## src/rtl/azadi_wb_pkg.sv

```systemverilog
// Shared Wishbone host definitions: FSM state encoding, default bus widths
// and the registered request bundle that drives the wbm_* outputs.
package azadi_wb_pkg;

    localparam int WB_AW = 32;
    localparam int WB_DW = 32;
    localparam int WB_SW = WB_DW / 8;

    typedef enum logic [1:0] {
        IDLE = 2'd0,
        BUS  = 2'd1,
        RESP = 2'd2
    } wb_host_state_e;

    // Bundle is sized by the package widths; AW/DW overrides on the host must match.
    typedef struct packed {
        logic              cyc;
        logic              stb;
        logic              we;
        logic [WB_AW-1:0]  adr;
        logic [WB_DW-1:0]  dat;
        logic [WB_SW-1:0]  sel;
    } wb_req_t;

endpackage

```

## src/rtl/wb_host_master.sv

```systemverilog
// Wishbone B4 classic initiator: one valid/ready request becomes one bus cycle,
// and every accepted request yields exactly one response (ack or timeout abort).
module wb_host_master
    import azadi_wb_pkg::*;
#(
    parameter int AW             = WB_AW,
    parameter int DW             = WB_DW,
    parameter int TIMEOUT_CYCLES = 255,
    localparam int SW            = DW / 8
) (
    input  logic          wb_clk_i,
    input  logic          wb_rst_ni,
    input  logic          req_valid_i,
    output logic          req_ready_o,
    input  logic          req_we_i,
    input  logic [AW-1:0] req_addr_i,
    input  logic [DW-1:0] req_wdata_i,
    input  logic [SW-1:0] req_sel_i,
    output logic          rsp_valid_o,
    input  logic          rsp_ready_i,
    output logic [DW-1:0] rsp_rdata_o,
    output logic          rsp_err_o,
    output logic          wbm_cyc_o,
    output logic          wbm_stb_o,
    output logic          wbm_we_o,
    output logic [AW-1:0] wbm_adr_o,
    output logic [DW-1:0] wbm_dat_o,
    output logic [SW-1:0] wbm_sel_o,
    input  logic [DW-1:0] wbm_dat_i,
    input  logic          wbm_ack_i
);

    localparam int            TW         = (TIMEOUT_CYCLES > 0) ? $clog2(TIMEOUT_CYCLES + 1) : 1;
    localparam bit            TIMEOUT_EN = (TIMEOUT_CYCLES != 0);
    localparam logic [TW-1:0] TIMER_LAST = TW'(TIMEOUT_CYCLES - 1);

    wb_host_state_e state_q, state_d;
    wb_req_t        bus_q, bus_d;
    logic           rsp_valid_q, rsp_valid_d;
    logic           rsp_err_q, rsp_err_d;
    logic [DW-1:0]  rsp_rdata_q, rsp_rdata_d;
    logic [TW-1:0]  timer_q, timer_d;

    always_ff @(posedge wb_clk_i) begin
        if (!wb_rst_ni) begin
            state_q     <= IDLE;
            bus_q       <= '0;
            rsp_valid_q <= 1'b0;
            rsp_err_q   <= 1'b0;
            rsp_rdata_q <= '0;
            timer_q     <= '0;
        end else begin
            state_q     <= state_d;
            bus_q       <= bus_d;
            rsp_valid_q <= rsp_valid_d;
            rsp_err_q   <= rsp_err_d;
            rsp_rdata_q <= rsp_rdata_d;
            timer_q     <= timer_d;
        end
    end

    always_comb begin
        state_d     = state_q;
        bus_d       = bus_q;
        rsp_valid_d = rsp_valid_q;
        rsp_err_d   = rsp_err_q;
        rsp_rdata_d = rsp_rdata_q;
        timer_d     = timer_q;

        unique case (state_q)
            IDLE: begin
                if (req_valid_i && req_ready_o) begin
                    bus_d.cyc = 1'b1;
                    bus_d.stb = 1'b1;
                    bus_d.we  = req_we_i;
                    bus_d.adr = req_addr_i;
                    bus_d.dat = req_wdata_i;
                    bus_d.sel = req_sel_i;
                    timer_d   = '0;
                    state_d   = BUS;
                end
            end
            BUS: begin
                timer_d = (timer_q == '1) ? timer_q : timer_q + 1'b1;
                // Ack has priority over a timeout landing in the same cycle.
                if (wbm_ack_i) begin
                    bus_d.cyc   = 1'b0;
                    bus_d.stb   = 1'b0;
                    rsp_rdata_d = bus_q.we ? '0 : wbm_dat_i;
                    rsp_err_d   = 1'b0;
                    rsp_valid_d = 1'b1;
                    state_d     = RESP;
                end else if (TIMEOUT_EN && (timer_q == TIMER_LAST)) begin
                    bus_d.cyc   = 1'b0;
                    bus_d.stb   = 1'b0;
                    rsp_rdata_d = '0;
                    rsp_err_d   = 1'b1;
                    rsp_valid_d = 1'b1;
                    state_d     = RESP;
                end
            end
            RESP: begin
                if (rsp_ready_i) begin
                    rsp_valid_d = 1'b0;
                    state_d     = IDLE;
                end
            end
            default: state_d = IDLE;
        endcase
    end

    assign req_ready_o = (state_q == IDLE) && wb_rst_ni;
    assign rsp_valid_o = rsp_valid_q;
    assign rsp_err_o   = rsp_err_q;
    assign rsp_rdata_o = rsp_rdata_q;
    assign wbm_cyc_o   = bus_q.cyc;
    assign wbm_stb_o   = bus_q.stb;
    assign wbm_we_o    = bus_q.we;
    assign wbm_adr_o   = bus_q.adr;
    assign wbm_dat_o   = bus_q.dat;
    assign wbm_sel_o   = bus_q.sel;

endmodule

```

## config.mk

```make
export PLATFORM = sky130hd
export DESIGN_NAME = wb_host_master
export DESIGN_NICKNAME = d
export VERILOG_FILES = /design/src/rtl/azadi_wb_pkg.sv /design/src/rtl/wb_host_master.sv
export SDC_FILE = /design/constraint.sdc
export NUM_CORES = 1
export LEC_CHECK = 0
export ABC_CLOCK_PERIOD_IN_PS = 1550
export CELL_PAD_IN_SITES_DETAIL_PLACEMENT = 2
export CELL_PAD_IN_SITES_GLOBAL_PLACEMENT = 2
export CORE_ASPECT_RATIO = 0.7
export CORE_UTILIZATION = 19
export CTS_BUF_LIST = sky130_fd_sc_hd__clkbuf_4 sky130_fd_sc_hd__clkbuf_8 sky130_fd_sc_hd__clkbuf_16
export DETAILED_ROUTE_END_ITERATION = 10
export PLACE_DENSITY = 0.81
export REMOVE_ABC_BUFFERS = 1
export SYNTH_ARGS = -nofsm -noshare
export SYNTH_HDL_FRONTEND = slang
export SYNTH_SLANG_ARGS = --single-unit
```

## constraint.sdc

```tcl
create_clock -name wb_clk_i -period 1.55 [get_ports wb_clk_i]
set_input_delay 0.31 -clock wb_clk_i [delete_from_list [all_inputs] [get_ports wb_clk_i]]
set_output_delay 0.31 -clock wb_clk_i [all_outputs]
set_load 0.01 [all_outputs]
```

==> results.md <==
- Flop-to-flop setup slack: -0.08 ns
- Period utilisation layout: 105%
- Share of cells above drive strength 1: about 14%
- Status: complete, but fails checks
- DP Area: between 6000 and 7000 um2
- Multi-input gate area: 1660 um2
- # DRC: 0
- Non-Filler Instances: a little under 1000
- Critical path capture point type: register
- Largest family of logic cells by synthesized area: compound AO/OA/AOI/OAI gates
- Pre-CTS setup slack: -0.279 ns
- Pwr dens: 1180 nW/um2
- Synth Area in Simple Gates: 18.9%
- Kind of critical path: register to register
- Largest net degree at the start of global routing: 63
- Max Fclk: about 610 MHz
- Rows: 44
- Initial antenna violation count: 0
- First-pass GRT wire length: 24800 um
- Worst r2r src: timer_q[4]
- Fin nets: about 800
- H-Tree Depth: 4
- Fin crit period: between 1.5 and 2 ns
- Clk slew on worst S/H paths: approximately 0.06 ns
- Routed Antenna Nets: 0
- Compound-gate portion of the synthesized area: around a fifth
- Syn. warnings: 0
- Vias in the first global route: approximately 4400
- Post-synthesis mux area share: 0.494%
- M1 GR Usage: 18.6%
- Worst hold slack: 0.332 ns
- Top_reg_cell synth: dfxtp_1
- Via count: about 4200
- Clock sinks: about 110
- WL per Instance: between 15 and 20 um
- Worst Path Arrival: ~1.9 ns
- Final number of setup-violating endpoints: 13
- Ports: roughly 210
- Top cells by area, synth: dfxtp_1, nand2_1, o21ai_0
- Slew HR: between 50% and 60%
- Synthesis-stage register bit count: 114
- Pleak: between 0.003 and 0.004 uW
- GR Util met3: 4.95%
- GRT overflow: 0
- Synthesis-to-finish area growth: 82.7%
- Critical Path End: rsp_rdata_o[28]
- Clock Latency Late Sink: roughly 0.41 ns
- XOR/XNOR Fraction of Synth Area: 0%
- Syn Inst Count: roughly 450
- Top post-synthesis cells by count: nand2_1, dfxtp_1, o21ai_0
- GPL Wtd Cong: 0.759
- Mapped cell area: between 4000 and 5000 um2
- Die area: between 20000 and 25000 um2
- Core ar.: 20800 um2
- VDD IR-drop max: between 0.7 and 0.8 mV
- Cells after DPL: about 930
- PortBufs: around 210
- Clock skew: 0.0176 ns
- Synth Area in Adders: 0.618%
- Worst path required time: between 1.5 and 2 ns
- # Max-Cap Violations: 0
- Cts bufs inserted: 17
- Initial Util: roughly a fifth
- Critical path launch point: timer_q[4]
- Failing checks: setup timing
- Class of the worst hold path: input pin to register
- EDFF count, synth: 0
- Root Driver: clkbuf_16
- Final Cell Area: approximately 7400 um2
- DPL Wire Length: 11600 um
- Die height: about 120 um
- GRT Max-Usage Layer: met2
- Area leader, netlist: dfxtp_1
- Most frequent cell after synthesis: nand2_1
- PnR worst setup slack: -0.0796 ns
- Avg Inst Size Synth: between 8 and 9 um2
- Final Max Slew Viols: 0
- Vias/cell: approximately 4.3
- Crit path max fanout: 8
- RSZ-0062 raised after global routing: yes
- Die W: between 150 and 200 um
- Clk buf depth: 2
- Yosys top cell area share: 56.4%
- FF-to-FF End: rsp_rdata_o[28]
- Startpoint Class: register
- Worst-Margin Slew: around 0.70 ns
- Storage cell area: between 2000 and 2500 um2
- Post-synth ARST share: 0%
- First-pass iteration count of the detailed router: 4
- Synth cell types: 40
- Fin. Hold Viols: 0
- Global-route track usage on met2: 24.3%
- 1st-iter DRT viols: between 100 and 150
- # diodes: 0
- Routed WL: 16500 um
- CTS tree: done
- R2R depth: 7
- Fillers: ~2300
- Gr usage total: 14.9%
- Sequential area share after synthesis: 56.4%
registers in the layout (all words and copies together), names as in the netlist:
| register | cells |
|---|---|
| rsp_err_o | 1 |
| rsp_rdata_o | 32 |
| rsp_valid_o | 1 |
| state_q | 2 |
| timer_q | 8 |
| wbm_adr_o | 32 |
| wbm_cyc_o | 1 |
| wbm_dat_o | 32 |
| wbm_sel_o | 4 |
| wbm_we_o | 1 |
cells in the final DEF (no fill, tap or decap), types with 4 or more instances in the layout:
master             n
clkdlybuf4s50_1  104
dlygate4sd2_1    105
clkinv_2           4
bufinv_16          5
a22o_1            32
a21oi_1            4
buf_4             29
dfxtp_2            6
dfxtp_1          106
nand2_1          148
clkbuf_16         17
o21ai_0           71
buf_12             6
metal layers:
metal	up-vias	wire, um
met1	2075	7350
met4	0	264
li1	2018	-
met2	96	8000
met5	-	0
met3	21	917
power breakdown:
group          switching [uW]  internal (uW)
Clock                    1460           2920
Combinational             501            621
Sequential               97.4           3110
worst max-delay path, stage by stage, from the launching register on:
cell and delay (ns):
dfxtp_2 0.34, and4_4 0.23, a41o_1 0.25, a21oi_4 0.09, buf_6 0.15, buf_12 0.12, buf_16 0.13, a22o_1 0.22
per-stage QoR:
step | util, % | total power, uW | setup TNS [ns]
detailed placement | 31.8 | 4450 | -20.11
finish | 35.6 | 8710 | -0.463
CTS | 35.1 | 8840 | -0.992
floorplan | - | 3620 | -674.99
global route | 35.6 | 9110 | -1.49
global placement | 31.8 | 4420 | -19.51
area by class of cell:
| class | count | share of cell area [%] |
|---|---|---|
| inverter | 3 | 0.203 |
| clock inverter | 13 | 2.81 |
| multi-input combinational | 302 | 22.5 |
| sequential | 114 | 31.1 |
| clock buffer | 19 | 6.04 |
| timing repair buffer | 251 | 32.8 |
| tap | 276 | 4.67 |
how the worst min path moves through the flow:
stage / startpoint / to / depth (start not counted) / slack, ns
after floorplan: req_addr_i[0] / wbm_adr_o[0] / 2 / 0.42
after global placement: wbm_dat_o[21] / wbm_dat_o[21] / 2 / 0.44
after detailed placement: wbm_adr_o[30] / wbm_adr_o[30] / 2 / 0.46
after CTS: wb_rst_ni / timer_q[1] / 3 / 0.32
after global routing: wb_rst_ni / timer_q[1] / 3 / 0.33
final: wb_rst_ni / timer_q[1] / 3 / 0.33
what timing repair did:
action | in CTS | in global routing
gates cloned | 3 | 0
hold buffers | 0 | 0
setup buffers | 4 | 6
setup endpoints to repair | 142 | 39
pin swaps | 3 | 9
resized for setup | 124 | 14
cells by family (layout without fill, tap and decap cells):
kind of cell	Yosys count	in the layout
adder cells (fa/ha/maj)	2	2
AO/OA/AOI/OAI	120	120
buffers and inverters	37	286
multiplexers	2	2
flip-flops	114	114
AND/OR/NAND/NOR	178	178
(Power assumes the default switching activity.)
